[config.mk]
export PLATFORM = sky130hd
export DESIGN_NAME = uart_rx_ctrl
export DESIGN_NICKNAME = d
export VERILOG_FILES = /design/src/rtl/uart_rx_pkg.sv /design/src/rtl/uart_rx_fifo.sv /design/src/rtl/uart_rx_ctrl.sv
export SDC_FILE = /design/constraint.sdc
export NUM_CORES = 1
export LEC_CHECK = 0
export CELL_PAD_IN_SITES_DETAIL_PLACEMENT = 2
export CELL_PAD_IN_SITES_GLOBAL_PLACEMENT = 2
export CORE_MARGIN = 4
export CORE_UTILIZATION = 33
export DETAILED_ROUTE_END_ITERATION = 10
export PLACE_DENSITY_LB_ADDON = 0.1
export SYNTH_ARGS = -nofsm -noshare
export SYNTH_HDL_FRONTEND = slang
export SYNTH_SLANG_ARGS = --single-unit
[constraint.sdc]
create_clock -name clk -period 3.07 [get_ports clk]
set_input_delay 0.4605 -clock clk [delete_from_list [all_inputs] [get_ports clk]]
set_output_delay 0.4605 -clock clk [all_outputs]
set_load 0.02 [all_outputs]
[src/rtl/uart_rx_pkg.sv]
// Shared types and constants for the UART receive controller.
// Holds the receiver FSM states, register addresses and STATUS bit positions.
// The PARITY state exists only when UART_RX_PARITY_EN is defined.
package uart_rx_pkg;

   // Receiver frame states
`ifdef UART_RX_PARITY_EN
   typedef enum logic [2:0] {
      S_IDLE   = 3'd0,
      S_START  = 3'd1,
      S_DATA   = 3'd2,
      S_PARITY = 3'd3,
      S_STOP   = 3'd4
   } rx_state_e;
`else
   typedef enum logic [2:0] {
      S_IDLE   = 3'd0,
      S_START  = 3'd1,
      S_DATA   = 3'd2,
      S_STOP   = 3'd4
   } rx_state_e;
`endif

   // Avalon register addresses
   localparam logic [1:0] ADDR_RXDATA   = 2'd0;
   localparam logic [1:0] ADDR_STATUS   = 2'd1;
   localparam logic [1:0] ADDR_BAUD_DIV = 2'd2;
   localparam logic [1:0] ADDR_CTRL     = 2'd3;

   // STATUS register bit positions
   localparam int STAT_NOT_EMPTY  = 0;
   localparam int STAT_FULL       = 1;
   localparam int STAT_OVERRUN    = 2;
   localparam int STAT_FRAME_ERR  = 3;
   localparam int STAT_PARITY_ERR = 4;
   localparam int STAT_W          = 5;

   // Oversampling: ticks per bit, the mid-bit tick of the start bit and the last tick of a bit
   localparam int         OVERSAMPLE = 16;
   localparam logic [3:0] TICK_MID   = 4'(OVERSAMPLE / 2 - 1);
   localparam logic [3:0] TICK_LAST  = 4'(OVERSAMPLE - 1);

endpackage

[src/rtl/uart_rx_fifo.sv]
// Synchronous FIFO holding received bytes; wrap bit on each pointer separates full from empty.
// Latency: a pushed entry is visible (empty low, dout valid) one cycle after the push edge.
// Backpressure: push while full is ignored unless a pop happens in the same cycle; pop while empty is ignored.
module uart_rx_fifo #(
   parameter int DEPTH = 8,
   parameter int WIDTH = 8
) (
   input  logic             clk,
   input  logic             reset_n,
   input  logic             push,
   input  logic [WIDTH-1:0] din,
   input  logic             pop,
   output logic [WIDTH-1:0] dout,
   output logic             full,
   output logic             empty
);

   localparam int AW = $clog2(DEPTH);

   logic [AW:0]      wr_ptr_q, wr_ptr_d;
   logic [AW:0]      rd_ptr_q, rd_ptr_d;
   logic [WIDTH-1:0] mem_q [DEPTH];
   logic [WIDTH-1:0] mem_d [DEPTH];
   logic             push_ok;
   logic             pop_ok;

   // Same index with differing wrap bits means the writer has lapped the reader
   assign empty   = (wr_ptr_q == rd_ptr_q);
   assign full    = (wr_ptr_q[AW] != rd_ptr_q[AW]) && (wr_ptr_q[AW-1:0] == rd_ptr_q[AW-1:0]);
   assign pop_ok  = pop & ~empty;
   assign push_ok = push & (~full | pop_ok);
   assign dout    = mem_q[rd_ptr_q[AW-1:0]];

   // Pointer advance and storage update
   always_comb begin
      wr_ptr_d = wr_ptr_q + {{AW{1'b0}}, push_ok};
      rd_ptr_d = rd_ptr_q + {{AW{1'b0}}, pop_ok};
      mem_d    = mem_q;
      if (push_ok) begin
         mem_d[wr_ptr_q[AW-1:0]] = din;
      end
   end

   // Pointer registers; reset empties the FIFO
   always_ff @(posedge clk or negedge reset_n) begin
      if (!reset_n) begin
         wr_ptr_q <= '0;
         rd_ptr_q <= '0;
      end else begin
         wr_ptr_q <= wr_ptr_d;
         rd_ptr_q <= rd_ptr_d;
      end
   end

   // Storage has no reset; contents are only read behind a valid pointer
   always_ff @(posedge clk) begin
      mem_q <= mem_d;
   end

endmodule

[src/rtl/uart_rx_ctrl.sv]
// UART receiver with 8-entry RX FIFO behind a 2-bit Avalon-MM slave; UART_RX_PARITY_EN adds an even-parity bit.
// Latency: readdata registered, 1 cycle after the sampled read; byte visible in STATUS 1 cycle after stop sample.
// Backpressure: none on the bus (no wait states); bytes arriving with the FIFO full are dropped and flag overrun.
module uart_rx_ctrl
   import uart_rx_pkg::*;
#(
   parameter logic [15:0] BAUD_DIV_RST = 16'd26,
   parameter int          FIFO_DEPTH   = 8
) (
   input  logic        clk,
   input  logic        reset_n,
   input  logic        rxd,
   input  logic [1:0]  address,
   input  logic        chipselect,
   input  logic        read_n,
   input  logic        write_n,
   input  logic [31:0] writedata,
   output logic [31:0] readdata,
   output logic        irq
);

   // Synchroniser and edge detector
   logic rx_meta_q, rx_meta_d;
   logic rx_sync_q, rx_sync_d;
   logic rx_prev_q, rx_prev_d;

   // Baud tick generator
   logic [15:0] baud_cnt_q, baud_cnt_d;
   logic [15:0] baud_reload;
   logic        tick;

   // Receiver FSM
   rx_state_e   state_q, state_d;
   logic [3:0]  phase_q, phase_d;
   logic [2:0]  bit_cnt_q, bit_cnt_d;
   logic [7:0]  shift_q, shift_d;
   logic        restart;
   logic        rx_push;
   logic        frame_set;
   logic        parity_set;

   // Registers
   logic [15:0] baud_div_q, baud_div_d;
   logic [1:0]  ctrl_q, ctrl_d;
   logic        overrun_q, overrun_d;
   logic        frame_err_q, frame_err_d;
   logic        parity_err_q, parity_err_d;
   logic [31:0] readdata_q, readdata_d;
   logic [STAT_W-1:0] status;

   // Bus decode
   logic rd_en;
   logic wr_en;
   logic pop;
   logic flag_clr;
   logic overrun_set;
   logic unused_wdata;

   // FIFO
   logic [7:0] fifo_dout;
   logic       fifo_full;
   logic       fifo_empty;

   assign rd_en        = chipselect & ~read_n;
   assign wr_en        = chipselect & ~write_n;
   assign pop          = rd_en & (address == ADDR_RXDATA);
   assign flag_clr     = wr_en & (address == ADDR_CTRL);
   assign unused_wdata = ^writedata[31:16];

   // A push into a full FIFO only succeeds if a pop frees a slot in the same cycle
   assign overrun_set  = rx_push & fifo_full & ~pop;

   // Two-flop synchroniser for rxd plus a delayed copy for falling-edge detection
   always_comb begin
      rx_meta_d = rxd;
      rx_sync_d = rx_meta_q;
      rx_prev_d = rx_sync_q;
   end

   // Divisor 0 is treated as 1; the counter restarts on a detected start edge to centre sampling
   always_comb begin
      baud_reload = (baud_div_q == 16'd0) ? 16'd1 : baud_div_q;
      tick        = (baud_cnt_q == 16'd0);
      if (restart || tick) begin
         baud_cnt_d = baud_reload;
      end else begin
         baud_cnt_d = baud_cnt_q - 16'd1;
      end
   end

   // Frame sequencing: start check at mid start bit, then one sample every OVERSAMPLE ticks
   always_comb begin
      state_d    = state_q;
      phase_d    = phase_q;
      bit_cnt_d  = bit_cnt_q;
      shift_d    = shift_q;
      restart    = 1'b0;
      rx_push    = 1'b0;
      frame_set  = 1'b0;
      parity_set = 1'b0;
      unique case (state_q)
         S_IDLE: begin
            if (rx_prev_q && !rx_sync_q) begin
               state_d = S_START;
               phase_d = 4'd0;
               restart = 1'b1;
            end
         end
         S_START: begin
            if (tick) begin
               if (phase_q == TICK_MID) begin
                  phase_d   = 4'd0;
                  bit_cnt_d = 3'd0;
                  // Line back high at mid start bit means a glitch, not a frame
                  state_d   = rx_sync_q ? S_IDLE : S_DATA;
               end else begin
                  phase_d = phase_q + 4'd1;
               end
            end
         end
         S_DATA: begin
            if (tick) begin
               if (phase_q == TICK_LAST) begin
                  phase_d   = 4'd0;
                  shift_d   = {rx_sync_q, shift_q[7:1]};
                  bit_cnt_d = bit_cnt_q + 3'd1;
                  if (bit_cnt_q == 3'd7) begin
`ifdef UART_RX_PARITY_EN
                     state_d = S_PARITY;
`else
                     state_d = S_STOP;
`endif
                  end
               end else begin
                  phase_d = phase_q + 4'd1;
               end
            end
         end
`ifdef UART_RX_PARITY_EN
         S_PARITY: begin
            if (tick) begin
               if (phase_q == TICK_LAST) begin
                  phase_d    = 4'd0;
                  // Even parity: data ones plus parity bit must be even
                  parity_set = rx_sync_q ^ (^shift_q);
                  state_d    = S_STOP;
               end else begin
                  phase_d = phase_q + 4'd1;
               end
            end
         end
`endif
         S_STOP: begin
            if (tick) begin
               if (phase_q == TICK_LAST) begin
                  phase_d   = 4'd0;
                  rx_push   = 1'b1;
                  frame_set = ~rx_sync_q;
                  state_d   = S_IDLE;
               end else begin
                  phase_d = phase_q + 4'd1;
               end
            end
         end
         default: begin
            state_d = S_IDLE;
         end
      endcase
   end

   // Register writes, sticky error flags (a new error wins over a same-cycle clear)
   always_comb begin
      baud_div_d   = baud_div_q;
      ctrl_d       = ctrl_q;
      overrun_d    = overrun_q;
      frame_err_d  = frame_err_q;
      parity_err_d = parity_err_q;
      if (wr_en && (address == ADDR_BAUD_DIV)) begin
         baud_div_d = writedata[15:0];
      end
      if (flag_clr) begin
         ctrl_d       = writedata[1:0];
         overrun_d    = 1'b0;
         frame_err_d  = 1'b0;
         parity_err_d = 1'b0;
      end
      if (overrun_set) begin
         overrun_d = 1'b1;
      end
      if (frame_set) begin
         frame_err_d = 1'b1;
      end
      if (parity_set) begin
         parity_err_d = 1'b1;
      end
   end

   // STATUS view of FIFO and error state
   always_comb begin
      status                  = '0;
      status[STAT_NOT_EMPTY]  = ~fifo_empty;
      status[STAT_FULL]       = fifo_full;
      status[STAT_OVERRUN]    = overrun_q;
      status[STAT_FRAME_ERR]  = frame_err_q;
      status[STAT_PARITY_ERR] = parity_err_q;
   end

   // Read mux; anything other than a selected read returns zero
   always_comb begin
      readdata_d = '0;
      if (rd_en) begin
         unique case (address)
            ADDR_RXDATA:   readdata_d = fifo_empty ? 32'd0 : {24'd0, fifo_dout};
            ADDR_STATUS:   readdata_d = {{(32 - STAT_W){1'b0}}, status};
            ADDR_BAUD_DIV: readdata_d = {16'd0, baud_div_q};
            ADDR_CTRL:     readdata_d = {30'd0, ctrl_q};
            default:       readdata_d = '0;
         endcase
      end
   end

   // Synchroniser, tick counter and FSM state registers
   always_ff @(posedge clk or negedge reset_n) begin
      if (!reset_n) begin
         rx_meta_q  <= 1'b1;
         rx_sync_q  <= 1'b1;
         rx_prev_q  <= 1'b1;
         baud_cnt_q <= BAUD_DIV_RST;
         state_q    <= S_IDLE;
         phase_q    <= 4'd0;
         bit_cnt_q  <= 3'd0;
         shift_q    <= 8'd0;
      end else begin
         rx_meta_q  <= rx_meta_d;
         rx_sync_q  <= rx_sync_d;
         rx_prev_q  <= rx_prev_d;
         baud_cnt_q <= baud_cnt_d;
         state_q    <= state_d;
         phase_q    <= phase_d;
         bit_cnt_q  <= bit_cnt_d;
         shift_q    <= shift_d;
      end
   end

   // Control, flag and read-data registers
   always_ff @(posedge clk or negedge reset_n) begin
      if (!reset_n) begin
         baud_div_q   <= BAUD_DIV_RST;
         ctrl_q       <= 2'd0;
         overrun_q    <= 1'b0;
         frame_err_q  <= 1'b0;
         parity_err_q <= 1'b0;
         readdata_q   <= 32'd0;
      end else begin
         baud_div_q   <= baud_div_d;
         ctrl_q       <= ctrl_d;
         overrun_q    <= overrun_d;
         frame_err_q  <= frame_err_d;
         parity_err_q <= parity_err_d;
         readdata_q   <= readdata_d;
      end
   end

   uart_rx_fifo #(
      .DEPTH (FIFO_DEPTH),
      .WIDTH (8)
   ) u_fifo (
      .clk     (clk),
      .reset_n (reset_n),
      .push    (rx_push),
      .din     (shift_q),
      .pop     (pop),
      .dout    (fifo_dout),
      .full    (fifo_full),
      .empty   (fifo_empty)
   );

   assign readdata = readdata_q;
   assign irq      = (ctrl_q[0] & ~fifo_empty)
                   | (ctrl_q[1] & (overrun_q | frame_err_q | parity_err_q));

endmodule
After elaboration in Yosys (flattened, before gate mapping)
Index checks and enable logic that the tools add are counted.

cells by class
  divide/modulo/power cells = 0
  mux-type cells = 43
  reductions and logical operators = 19
  order comparisons = 3
  add/subtract/negate cells = 5
  shifts and indexed selects = 0
  $mul = 0
  equal/unequal tests = 21
  bitwise logic cells = 21

operators with widths
  cell                                                                   count
  32-bit one-hot mux with 4 select lines                                 1
  64-bit bitwise mux                                                     1
  3-bit 2-to-1 mux                                                       12
  16-bit zero test                                                       2
  16-bit 2-to-1 mux                                                      2
  32-bit 2-to-1 mux                                                      1
  8-bit 2-to-1 mux                                                       4
  8-bit binary-select mux with 3-bit select                              1
  8-bit demux with 3-bit select                                          1
  4-bit 2-to-1 mux                                                       5
  2-bit != test (second input constant)                                  8
  16-bit by 1-bit subtractor with 16-bit output (second input constant)  1
  3-bit one-hot mux with 4 select lines                                  1
  4-bit one-hot mux with 3 select lines                                  1
  1-bit 2-to-1 mux                                                       11
  1-bit bitwise AND                                                      10
  4-bit by 1-bit adder with 4-bit output                                 2
  4-bit greater-or-equal comparator (second input constant)              2
  3-bit inverter with 4-bit output                                       2
  8-bit AND reduction                                                    1
  3-bit equality test (second input constant)                            2
  1-bit inverter                                                         6
  3-bit one-hot mux with 2 select lines                                  1
  2-bit nonzero test                                                     3
  25 further kinds                                                       31

storage, ports and cells
  ROM bits = 0
  bits in writable memories = 0
  bits in latches = 0
  memories kept = 0
  flip-flop bits (word level) = 161
  output and inout bits = 33
  input port bits = 40

Depth between registers and ports, before layout
  depth after elaboration = 7
  mapped depth = 9

Hierarchy
From an unflattened synthesis, not the netlist that was laid out.

unflattened totals
  cell total of the unflattened synthesis = 435
  area, all modules = 6449.9 sq um

by module, submodules not included
  module        instances  area each (sq um)  cells an instance
  uart_rx_ctrl  1          3460.8             297
  uart_rx_fifo  1          2989.1             138

Worst setup path before layout
No wires, ideal clock.

  path kind = register -> register
  from = reg baud_cnt_q[0]
  to = reg u_fifo.mem_q[56] (netlist bit) (enable)
  stages on the path, launching flop included = 8
  data required time = 2.687 ns
  data arrival time = 2.086 ns
  slack = 0.601 ns
  clock period less this slack = 2.469 ns
  path through = dfrtp_1 -> inv_1 -> ha_1 -> nor4b_1 -> and3_1 -> nand4_2 -> nand3b_1 -> nor3_1

between the ends
  longest elaborated chain between the ends = 4

ends and longest elaborated chain
  element                   RTL line             source
  start: declaration        uart_rx_ctrl.sv:28   logic [15:0] baud_cnt_q, baud_cnt_d;
  start signal: assignment  uart_rx_ctrl.sv:237  baud_cnt_q <= baud_cnt_d;
  16-bit zero test          uart_rx_ctrl.sv:83   tick = (baud_cnt_q == 16'd0);
  1-bit 2-to-1 mux          uart_rx_ctrl.sv:154  if (tick) begin
  1-bit 2-to-1 mux          uart_rx_ctrl.sv:101  unique case (state_q)
  1-bit bitwise AND         uart_rx_fifo.sv:31   assign push_ok = push & (~full | pop_ok);
  end signal: assignment    uart_rx_fifo.sv:57   mem_q <= mem_d;
  end: declaration          uart_rx_fifo.sv:22   logic [WIDTH-1:0] mem_q [DEPTH];

No other way between the ends.
A chain may end at the register's enable or synchronous reset.

Final worst setup path
  from = reg u_fifo.wr_ptr_q[2]
  to = out irq

between the ends
  longest elaborated chain between the ends = 4

ends and longest elaborated chain
  element                   RTL line             source
  start: declaration        uart_rx_fifo.sv:20   logic [AW:0] wr_ptr_q, wr_ptr_d;
  start signal: assignment  uart_rx_fifo.sv:50   wr_ptr_q <= wr_ptr_d;
  4-bit equality test       uart_rx_fifo.sv:28   assign empty = (wr_ptr_q == rd_ptr_q);
  1-bit inverter            uart_rx_ctrl.sv:279  assign irq = (ctrl_q[0] & ~fifo_empty)
  1-bit bitwise AND         uart_rx_ctrl.sv:279
  1-bit bitwise OR          uart_rx_ctrl.sv:280  | (ctrl_q[1] & (overrun_q | frame_err_q | parity_err_q));
  end: declaration          uart_rx_ctrl.sv:19   output logic irq

No other way between the ends.

==> metrics.md <==
| Metric | Value |
|---|---|
| Crit-path cells | `xor2_1, nor4_1, buf_4, o21ai_0, clkdlybuf4s50_1` |
| Clock period minus worst slack | `2.72 ns` |
| Switching Share | `0.314` |
| Largest net degree at the start of global routing | `81` |
| CTS Buf Count | `17` |
| Die Ht | `146 um` |
| Fin Setup TNS | `0 ns` |
| Hold Path Class | `input pin to asynchronous set/reset pin` |
| Number of diodes | `0` |
| Metal-1 WL | `7110 um` |
| Synth area leader | `edfxtp_1` |
| Final Cycle Share | `0.886` |
| DR vias | `3781` |
| Leak | `0.00299 uW` |
| Clock latency on the worst-skew pair | `0.44 ns` |
| Register share of total power | `0.442` |
| Vias in the first global route | `4139` |
| Crit start category | `flop` |
| Htree depth | `4` |
| Final Hold Fails | `0` |
| Clock-pin slew on the worst setup and hold paths | `0.07 ns` |
| Hold_buf cts | `0` |
| Commonest non-fill, non-tap cell in the layout | `dfrtp_1` |
| Max-slew violation count | `0` |
| Placer Congestion | `0.726` |
| Status | `finished clean` |
| Pwr Total | `5670 uW` |
| P&R area growth vs syn | `19.9%` |
| Post-CTS Resized | `0` |
| Ratio of cells with drive above 1 in the final layout | `0.221` |
| Post-layout nets | `560` |
| DRT Pass-1 Iters | `4` |
| Fillcell total | `1867` |
| DR WL/cell | `20.5 um` |
| Layout Skew | `0.0122 ns` |
| First-pass GRT wire length | `24700 um` |
| Input/output buffers | `40` |
| CTS tree | `built` |
| Int Pwr | `3890 uW` |
| Post-DR vias/cell | `4.99` |
| Met2 WL | `7780 um` |
| Slowest cell on the critical path | `clkdlybuf4s50_1` |
| Synth Cell Area | `6330 um2` |
| Crit path buffers/inverters | `2` |
| Seq/Total Area, Yosys | `0.626` |
| Crit path max-delay family | `buffers and inverters` |
| Grt ovf | `0` |
| Global-route usage over all layers | `0.152` |
| Peak VDD IR | `339 uV` |
| Die W | `146 um` |
| WS Path Type | `flop to output pin` |
| CORE AREA | `18800 um2` |
| Clock Power Share | `0.348` |
| Min Hold Slack | `0.203 ns` |
| EDFF count, synth | `64` |
| Max Root-Sink Buffers | `2` |
| Cell row count | `50` |
| Finished Cell Area | `7590 um2` |
| Worst-Margin Slew | `1.08 ns` |
| Ys flop type | `dfrtp_1` |
| WL final | `15600 um` |
| Synth area leaders | `edfxtp_1 (30%), dfrtp_1 (28%), mux4_2 (5.3%)` |
| Die Area | `21400 um2` |
| Mean Syn Cell Area | `14.2 um2` |
| Final setup viols | `0` |
| Met3 wire len | `459 um` |
| WP data arrival | `2.26 ns` |
| Commonest non-fill, non-tap cells in the layout | `dfrtp_1 (72), edfxtp_1 (64), clkdlybuf4s50_1 (39)` |
| P per Cell Area | `747 nW/um2` |
| Ys Warns | `0` |
| Drt drc | `0` |
| Clock root cell | `clkbuf_16` |
| FF-to-FF setup slack | `0.39 ns` |
| Worst rel slew slack | `0.278` |
| CP max FO | `8` |
| Combinational share of power | `0.210` |
| Top cell type's share of synthesized area | `0.304` |
| Seq cells post-synth | `145` |
| Post-placement cell area | `7030 um2` |
| Max-cap check violation count | `0` |
| Initial antenna violation count | `0` |
| Critical Path End Type | `output pin` |
| Psw | `1780 uW` |
| Synth cell types | `59` |
| Fmax | `0.368 GHz` |
| Syn Inst Count | `447` |
| Top sig layer | `met4` |
| Clock sinks | `145` |
| Iter 0 DRT Violations | `155` |
| Async SR Flop Fraction | `0.559` |
| Initial Util | `0.337` |
| RSZ-0062 raised after global routing | `false` |
| Post-route ant nets | `0` |
| Post-CTS Setup Bufs | `0` |
| Critical Path RT | `2.61 ns` |
| Slowest stage delay, CP | `0.64 ns` |
| Num ports | `73` |
| HPWL Detailed | `10600 um` |
==> synth_stat cells (5+ instances only) <==
cell / count
nand3_1: 6
nor2_1: 16
and2_1: 9
dfstp_2: 9
a21oi_1: 5
edfxtp_1: 64
buf_4: 17
nor4_1: 6
nand2b_1: 8
inv_1: 9
o21ai_0: 28
xnor2_1: 10
and3_1: 6
nor3_1: 8
nand3b_1: 6
mux2_2: 21
buf_2: 10
ha_1: 9
dfrtp_1: 72
mux2_1: 7
mux2i_1: 10
xor2_1: 12
nand2_1: 32
mux4_2: 15
==> routing by layer <==
| layer | global-route usage | vias up |
|---|---|---|
| met4 | 0.0550 | 0 |
| met5 | 0 | - |
| li1 | - | 1741 |
| met1 | 0.196 | 1966 |
| met2 | 0.253 | 59 |
| met3 | 0.0357 | 15 |
==> through the flow <==
step,util,setup slack (ns),cells
2_1_floorplan,-,0.601,462
3_3_place_gp,0.375,0.397,726
3_5_place_dp,0.375,0.364,726
4_1_cts,0.404,0.298,758
5_1_grt,0.404,0.173,758
6_report,0.404,0.349,758
==> power groups by stage <==
stage	logic, uW	registers, uW	clock network, uW
finish	1190	2510	1970
detailed placement	1220	2550	0
global route	1340	2540	2130
global placement	1170	2530	0
CTS	1230	2510	2040
floorplan	852	2470	0
==> worst register-to-register path: cells and delay by family, from the launching register on <==
kind	cells	cell delay, ns
AND/OR/NAND/NOR	5	1.53
buffers and inverters	2	0.32
flip-flops	1	0.40
adder cells (fa/ha/maj)	1	0.14
==> flip-flops by register name (all words and copies together), names as in the netlist, 4 cells and up <==
register / cells
phase_q: 4
baud_cnt_q: 16
baud_div_q: 16
shift_q: 8
u_fifo.mem_q: 64
u_fifo.rd_ptr_q: 4
readdata: 16
u_fifo.wr_ptr_q: 4
==> cell families after synthesis <==
| kind of cell | after synthesis | share of synthesized area |
|---|---|---|
| flip-flops | 145 | 0.626 |
| AND/OR/NAND/NOR | 121 | 0.113 |
| AO/OA/AOI/OAI | 54 | 0.0542 |
| multiplexers | 53 | 0.119 |
| buffers and inverters | 41 | 0.0376 |
| XOR/XNOR | 22 | 0.0305 |
| adder cells (fa/ha/maj) | 10 | 0.0194 |
| other | 1 | 0.000593 |
==> path summary, 6_finish.rpt <==
check                                             start                           end  depth (start not counted)
setup / recovery           u_fifo.wr_ptr_q[2]$_DFF_PN0_                           irq                          5
hold / removal                                  reset_n  u_fifo.rd_ptr_q[2]$_DFF_PN0_                          1
setup reg to reg                baud_cnt_q[0]$_DFF_PN0_    u_fifo.mem_q[38]$_DFFE_PP_                          8
hold reg to reg                     rx_meta_q$_DFF_PN1_           rx_prev_d$_DFF_PN1_                          0
max in group asynchronous                       reset_n           rx_meta_q$_DFF_PN1_                          2
min in group clk                    rx_meta_q$_DFF_PN1_           rx_prev_d$_DFF_PN1_                          0
==> cell type report <==
cell class / instances / area (um2) / share of cell area
sequential: 145 / 3960 / 0.522
tap: 234 / 293 / 0.0386
timing repair buffer: 62 / 563 / 0.0742
clock inverter: 15 / 126 / 0.0167
inverter: 9 / 33.8 / 0.00445
multi-input combinational: 276 / 2180 / 0.288
clock buffer: 17 / 425 / 0.0561
Note: power is estimated with default switching activity, not from simulation.
